File: src/rtl/mac_acc_stage_pkg.sv
// ---------------------------------------------------------------------------
// mac_acc_stage_pkg
// Shared constants and types for the block accumulator that sits behind the
// multiply-add stage.
//   outR          : width of the multiply-add DATA_OUT word (mirrors the
//                   multiply-add parameter package)
//   IN_W          : incoming result width (= outR)
//   ACC_W_DEF     : default accumulator / out_data width
//   N_SAMPLES_DEF : default number of results per block
//   state_e       : accumulator FSM states {ACCUM, HOLD}
// Optional build macro used by the top: MAC_ACC_AVG_EN
// ---------------------------------------------------------------------------
package mac_acc_stage_pkg;

   localparam int outR          = 16;
   localparam int IN_W          = outR;
   localparam int ACC_W_DEF     = 24;
   localparam int N_SAMPLES_DEF = 8;

   typedef enum logic {
      ACCUM = 1'b0,
      HOLD  = 1'b1
   } state_e;

endpackage : mac_acc_stage_pkg

File: src/rtl/mac_acc_stage_sat_add.sv
// ---------------------------------------------------------------------------
// mac_acc_stage_sat_add
// Purely combinational unsigned saturating adder.
//   a_i, b_i : W-bit unsigned operands
//   sum_o    : a_i + b_i, clamped to all-ones on overflow
//   ovf_o    : 1 when the true sum exceeds 2^W-1
// ---------------------------------------------------------------------------
module mac_acc_stage_sat_add #(
   parameter int W = 24
) (
   input  logic [W-1:0] a_i,
   input  logic [W-1:0] b_i,
   output logic [W-1:0] sum_o,
   output logic         ovf_o
);

   logic [W:0] full_sum;

   // One extra bit catches the carry out of the W-bit add.
   assign full_sum = {1'b0, a_i} + {1'b0, b_i};
   assign ovf_o    = full_sum[W];
   assign sum_o    = full_sum[W] ? {W{1'b1}} : full_sum[W-1:0];

endmodule : mac_acc_stage_sat_add

File: src/rtl/mac_acc_stage.sv
// ---------------------------------------------------------------------------
// mac_acc_stage
// Sums blocks of N_SAMPLES unsigned multiply-add results with saturation and
// presents each block sum on a valid/ready output with a sticky saturation
// flag.
// Build option: define MAC_ACC_AVG_EN to output the floor average
// (sum >> log2(N_SAMPLES)) instead of the raw saturated sum.
//
// Ports:
//   clk         : clock, rising edge
//   rst         : asynchronous active-low reset
//   clr         : synchronous block abort (drops partial sum and held result)
//   in_data     : IN_W-bit result word from the multiply-add stage
//   in_valid    : in_data valid
//   in_ready    : stage accepts in_data this cycle
//   out_data    : ACC_W-bit block sum (or average)
//   out_valid   : out_data/out_sat valid
//   out_ready   : downstream accepts out_data
//   out_sat     : saturation occurred in the held block
//   busy        : a sample has been accumulated, or a result is held
//   dbg_state_o : current FSM state, for observation only
//
// Handshake: a transfer happens on a rising edge where valid and ready are
// both 1. The producer holds data stable while valid=1 and ready=0. Ready
// never depends on the partner's valid in the same cycle; clr overrides
// both handshakes (no transfer happens in a clr cycle).
// ---------------------------------------------------------------------------
module mac_acc_stage
   import mac_acc_stage_pkg::*;
#(
   parameter int ACC_W     = ACC_W_DEF,
   parameter int N_SAMPLES = N_SAMPLES_DEF
) (
   input  logic             clk,
   input  logic             rst,
   input  logic             clr,
   input  logic [IN_W-1:0]  in_data,
   input  logic             in_valid,
   output logic             in_ready,
   output logic [ACC_W-1:0] out_data,
   output logic             out_valid,
   input  logic             out_ready,
   output logic             out_sat,
   output logic             busy,
   output state_e           dbg_state_o
);

   localparam int CNT_W   = $clog2(N_SAMPLES) + 1;
   localparam int SHIFT_W = $clog2(N_SAMPLES);
   localparam logic [CNT_W-1:0] LAST_CNT = CNT_W'(N_SAMPLES - 1);

   state_e           state_q;
   logic [ACC_W-1:0] acc_q;
   logic [CNT_W-1:0] cnt_q;
   logic             flag_q;
   logic [ACC_W-1:0] out_data_q;
   logic             out_sat_q;

   logic [ACC_W-1:0] in_ext;
   logic [ACC_W-1:0] sum_d;
   logic             ovf;
   logic             flag_d;
   logic [ACC_W-1:0] out_data_d;
   logic             accept;

   assign in_ext = ACC_W'(in_data);

   mac_acc_stage_sat_add #(.W(ACC_W)) u_sat_add (
      .a_i   (acc_q),
      .b_i   (in_ext),
      .sum_o (sum_d),
      .ovf_o (ovf)
   );

   assign accept = in_valid && (state_q == ACCUM) && !clr;
   assign flag_d = flag_q | ovf;

`ifdef MAC_ACC_AVG_EN
   assign out_data_d = sum_d >> SHIFT_W;
`else
   assign out_data_d = sum_d;
`endif

   always_ff @(posedge clk or negedge rst) begin
      if (!rst) begin
         state_q    <= ACCUM;
         acc_q      <= '0;
         cnt_q      <= '0;
         flag_q     <= 1'b0;
         out_data_q <= '0;
         out_sat_q  <= 1'b0;
      end else if (clr) begin
         state_q   <= ACCUM;
         acc_q     <= '0;
         cnt_q     <= '0;
         flag_q    <= 1'b0;
         out_sat_q <= 1'b0;
      end else begin
         case (state_q)
            ACCUM: begin
               if (accept) begin
                  if (cnt_q == LAST_CNT) begin
                     // Last sample of the block: capture result, restart sum.
                     out_data_q <= out_data_d;
                     out_sat_q  <= flag_d;
                     acc_q      <= '0;
                     cnt_q      <= '0;
                     flag_q     <= 1'b0;
                     state_q    <= HOLD;
                  end else begin
                     acc_q  <= sum_d;
                     cnt_q  <= cnt_q + 1'b1;
                     flag_q <= flag_d;
                  end
               end
            end
            HOLD: begin
               if (out_ready) begin
                  state_q <= ACCUM;
               end
            end
            default: state_q <= ACCUM;
         endcase
      end
   end

   // Handshake outputs decode straight from the state register.
   assign in_ready    = (state_q == ACCUM);
   assign out_valid   = (state_q == HOLD);
   assign out_data    = out_data_q;
   assign out_sat     = out_sat_q;
   assign busy        = (cnt_q != '0) || (state_q == HOLD);
   assign dbg_state_o = state_q;

endmodule : mac_acc_stage

File: config.mk
export PLATFORM = sky130hd
export DESIGN_NAME = mac_acc_stage
export DESIGN_NICKNAME = d
export VERILOG_FILES = /design/src/rtl/mac_acc_stage_pkg.sv /design/src/rtl/mac_acc_stage_sat_add.sv /design/src/rtl/mac_acc_stage.sv
export SDC_FILE = /design/constraint.sdc
export NUM_CORES = 1
export LEC_CHECK = 0
export BUFFER_PORTS_ARGS = -buffer_cell sky130_fd_sc_hd__buf_4
export CAP_MARGIN = 20
export CORE_AREA = 2 2 121 123
export DETAILED_ROUTE_END_ITERATION = 8
export DIE_AREA = 0 0 123 125
export PLACE_DENSITY = 0.42
export SETUP_SLACK_MARGIN = 0.4
export SLEW_MARGIN = 20
export SYNTH_ARGS = -nofsm -noshare
export SYNTH_HDL_FRONTEND = slang
export SYNTH_SLANG_ARGS = --single-unit
File: constraint.sdc
create_clock -name clk -period 3 [get_ports clk]
set_input_delay 0.3 -clock clk [delete_from_list [all_inputs] [get_ports clk]]
set_output_delay 0.3 -clock clk [all_outputs]
set_load 0.05 [all_outputs]
# == After elaboration in Yosys (flattened, before gate mapping) ==
# Cells that the tools add are included.
# word_totals
regBits,55
latch_bits,0
ramBits,0
rom_bits,0
input_bits,21
wordCells,45
n_memories,0
# classes
add_sub_neg,2
multipliers,0
div,0
n_lt_le_gt_ge,0
n_eq_ne,2
shift,0
muxes,22
bitwise_logic,3
n_reduce_logical,10
# op_table
cell,count
24-bit two-way mux,5
24-bit by 16-bit adder with 25-bit output,1
4-bit two-way mux,4
1-bit two-way mux,12
"4-bit by 1-bit adder with 4-bit output, second input constant",1
"4-bit by 3-bit equality test with 1-bit output, second input constant",1
4-bit AND reduction,1
2-bit nonzero test,2
4-bit nonzero test,1
3-bit AND reduction,1
1-bit logical AND,2
"2-bit inequality test, second input constant",1
1-bit inverter,2
1-bit one-hot mux with 2 select lines,1
2-bit AND reduction,1
1-bit logical NOT,1
1-bit logical OR,1
1-bit OR,1

# == Logic depth before layout (Yosys ltp) ==
# logic_depth
depth_word,6
depth_mapped,11

# == Hierarchy ==
# From an unflattened synthesis, not the netlist that was laid out.
# hier_totals
cells_unflattened,403
area_unflattened_um2,3762.4
# modules_own_cells
module,n_inst,cells_each,area_per_inst_um2
mac_acc_stage,1,204,2389.8
mac_acc_stage_sat_add,1,199,1372.6

# == Worst setup path before layout ==
# No wires, ideal clock.
# synth_path
path_kind,reg-to-reg
start,register acc_q[0]
end,register acc_q[21]
setup_ns,0.134
t_arrival_ns,2.396
required_ns,2.866
slack_ns,0.470
stages_incl_launch_ff,12
cell_sequence,dfrtp_1 -> ha_1 -> fa_1 -> a21oi_1 -> o21bai_1 -> a221oi_2 -> a31oi_4 -> and2_1 -> buf_6 -> buf_6 -> a31oi_1 -> o22ai_1
# synth_via
elab_chain_cells,6
# synth_rtl
item,line_no,rtl
start: declaration,mac_acc_stage.sv:53,logic [ACC_W-1:0] acc_q;
start signal: assignment,mac_acc_stage.sv:111,acc_q <= sum_d;
24-bit by 16-bit adder with 25-bit output,mac_acc_stage_sat_add.sv:20,"assign full_sum = {1'b0, a_i} + {1'b0, b_i};"
24-bit two-way mux,mac_acc_stage_sat_add.sv:22,assign sum_o = full_sum[W] ? {W{1'b1}} : full_sum[W-1:0];
24-bit two-way mux,mac_acc_stage.sv:102,if (cnt_q == LAST_CNT) begin
24-bit two-way mux,mac_acc_stage.sv:101,if (accept) begin
24-bit two-way mux,mac_acc_stage.sv:99,case (state_q)
24-bit two-way mux,mac_acc_stage.sv:92,end else if (clr) begin
# Every way passes these cells. The select of a mux whose other input is x is not followed.
# A chain may end at the register's enable or synchronous reset.

# == Final worst setup path ==
# layout_path
start,register acc_q[2]
end,register acc_q[19]
# Same word-level chain as after synthesis.

==> flow_summary.yaml <==
status:
  status: "finished, final reports clean"
cells_and_area:
  nFillCells: 1514
  layout-drive-gt1-share_pct: 26.6
  final_area_sq_um: 4330
  nets: 464
  instances_no_fill: 609
  n_antenna_cell: 0
  final_common_cell: "buf_4"
  syn2layout_area_growth_pct: 30.3
  final_cell_mix: "buf_4, dfrtp_1, nand2_1"
global_route:
  antenna_found_initial: 0
  grt_pass1_wl_um: 14700
  grt_start_max_net_pins: 56
  track_usage_pct: 12.2
  grt_overflow: 0
  grt_pass1_vias: 2761
sta:
  rsz0062_at_grt: "yes"
  skew_ns: 0.00433
  setup_tns_ns: 0
  worst_slew_pin_slew_ns: 0.916
  slew_viol_final: 0
  relSlewSlack_pct: 38.9
  post-route-period-util_pct: 83.5
  hold_violations: 0
  max_freq_ghz: 0.399
  period_needed_ns: 2.50
  setup_viol_count_final: 0
floorplanning:
  io_pins: 50
  coreArea_sq_um: 14200
  initial_core_util_pct: 23.4
  dieArea_sq_um: 15400
  die_h_um: 125
  rows: 44
  fp.dieW_um: 123
critical_path:
  worstPathMaxFanout: 5
  crit_path_start_kind: "register"
  reg2reg_slack_ns: 0.50
  critPathKind: "reg -> reg"
  r2r-end: "acc_q[19]"
  cp_data_required_time_ns: 3.19
  cp-end-kind: "register"
  endpoint: "acc_q[19]"
  arrival_ns: 2.70
  startpoint: "acc_q[2]"
  rr_worst_depth: 8
  timing.rr.start: "acc_q[2]"
placed_design:
  port-buffer-count: 49
  place_area_sq_um: 3880
  dp_hpwl_um: 6710
  dp_cells: 597
  gp_congestion: 0.781
routing:
  first_pass_iters: 4
  via_per_inst: 4.64
  drt-wirelength-per-cell_um: 14.8
  vias: 2825
  ant_nets: 0
  route.detailed.drc: 0
  drt-total-wl_um: 9040
  drt_iter0_markers: 175
power:
  ir_drop_mv: 0.229
  p_clk_share_pct: 32.8
  p_int_mw: 1.46
  pwr-share-seq_pct: 37.8
  power.density_nw_per_um2: 495
  p_comb_share_pct: 29.5
  p_sw_share_pct: 31.7
  p_sw_mw: 0.680
  leakage_nw: 1.92
synth:
  syn_avg_cell_area_sq_um: 8.89
  synthFlopType: "dfrtp_1"
  async_flop_share_pct: 100
  seq_area_frac_synth_pct: 41.4
  synth_cells: 374
  synth_edf_count: 0
  ys_types: 53
  syn-num-nets: 414
  ys_seq_elements: 55
  synth.cell_area_sq_um: 3320
  ys.warnings.count: 0
clocking:
  cts.reportedPaths.clkPinSlew_ns: 0.07
  cts_hold_buf: 0
  cts_tree: "done"
  cts_buffer_depth: 2
  clk_latency_ns: 0.30
  clockRootBuffer: "clkbuf_16"
  cts_buffers: 5
  clock_sinks: 55
  htree_levels: 2
run:
  max-cap-violations: 0
hold_path:
  worstHoldPathType: "in -> async"
cell families after synthesis:
kind of cell / count (synthesis) / synth area share (%)
XOR/XNOR: 19 / 5.01
flip-flops: 55 / 41.4
AO/OA/AOI/OAI: 126 / 24.4
adder cells (fa/ha/maj): 19 / 7.38
multiplexers: 1 / 0.301
buffers and inverters: 34 / 4.74
AND/OR/NAND/NOR: 120 / 16.8
worst min-delay path by stage:
stage / end / slack, ns
floorplan: acc_q[0] / 0.004
global placement: out_data[21] / 0.42
detailed placement: out_data[21] / 0.42
CTS: out_data[21] / 0.1
global route: out_data[22] / 0.13
finish: out_data[18] / 0.06
synth_stat cells, types with 2 or more instances:
library cell / instances / share of area [%]
buf_2: 3 / 0.45
dfrtp_1: 55 / 41
nand3b_1: 2 / 0.45
inv_1: 16 / 1.8
o21ai_0: 46 / 6.9
o22a_1: 6 / 1.6
a21boi_0: 3 / 0.68
nand4_1: 5 / 0.94
nor2b_1: 2 / 0.38
and2_1: 4 / 0.75
o211ai_1: 5 / 1.1
buf_4: 3 / 0.68
a211o_1: 2 / 0.53
a21oi_2: 2 / 0.53
buf_6: 2 / 0.68
nor2_1: 34 / 3.8
o21bai_1: 2 / 0.45
nor3_1: 5 / 0.75
clkbuf_1: 10 / 1.1
nand3_1: 7 / 1.1
and3_1: 2 / 0.38
o2bb2ai_1: 3 / 0.79
ha_1: 18 / 6.8
a21o_1: 6 / 1.4
xor2_1: 8 / 2.1
o21a_1: 2 / 0.45
o31ai_1: 2 / 0.45
a21oi_1: 29 / 4.4
nand2_1: 51 / 5.8
a31oi_1: 6 / 1.1
xnor2_1: 11 / 2.9
per-stage QoR:
stage / worst slack [ns] / util [%] / hold slack [ns] / total power, mW
global placement: 0.190 / 27.3 / 0.422 / 1.35
detailed placement: 0.110 / 27.3 / 0.425 / 1.35
floorplan: 0.470 / - / 0.00441 / 1.19
CTS: 0.428 / 28.8 / 0.0976 / 2.08
finish: 0.495 / 30.5 / 0.0626 / 2.14
global route: 0.381 / 30.5 / 0.125 / 2.27
what timing repair did:
action	CTS	global route
pin swaps	3	1
hold endpoints to repair	0	0
buffers inserted	1	3
setup endpoints to repair	47	43
resized for setup	10	42
final cells by class:
cell class | instances | area (sq um) | area share [%]
Clock buffer | 6 | 139 | 3.21
Tap cell | 184 | 230 | 5.31
Inverter | 16 | 60.1 | 1.39
Sequential cell | 55 | 1380 | 31.8
Timing Repair Buffer | 61 | 470 | 10.9
Multi-Input combinational cell | 285 | 2020 | 46.6
Clock inverter | 2 | 35.0 | 0.809
power groups by stage:
stage / logic (mW) / registers, mW / clock network (mW)
final: 0.632 / 0.809 / 0.702
after global routing: 0.707 / 0.814 / 0.751
after CTS: 0.549 / 0.802 / 0.728
after detailed placement: 0.533 / 0.816 / 0
after global placement: 0.533 / 0.817 / 0
after floorplan: 0.376 / 0.812 / 0
per-layer routing:
metal / up-vias / part of all wire (%) / track usage, %
met4: 0 / 1.2 / 3.41
met3: 7 / 2.4 / 1.87
met1: 1362 / 51 / 18.2
met2: 35 / 45 / 18.2
li1: 1421 / - / -
met5: - / 0 / 0
critical path: stages (launching register included):
cell and delay [ns]:
dfrtp_1 0.39, ha_2 0.39, o21a_1 0.14, a21oi_1 0.10, or4b_4 0.55, a21oi_4 0.20
o2111ai_1 0.18, a21o_1 0.22, a22o_1 0.22
registers in the layout (all words and copies together), names as in the netlist:
name         cells
flag_q           1
out_data        24
acc_q           24
cnt_q            4
out_sat          1
dbg_state_o      1
No activity file was read; power rests on OpenSTA's default activity.
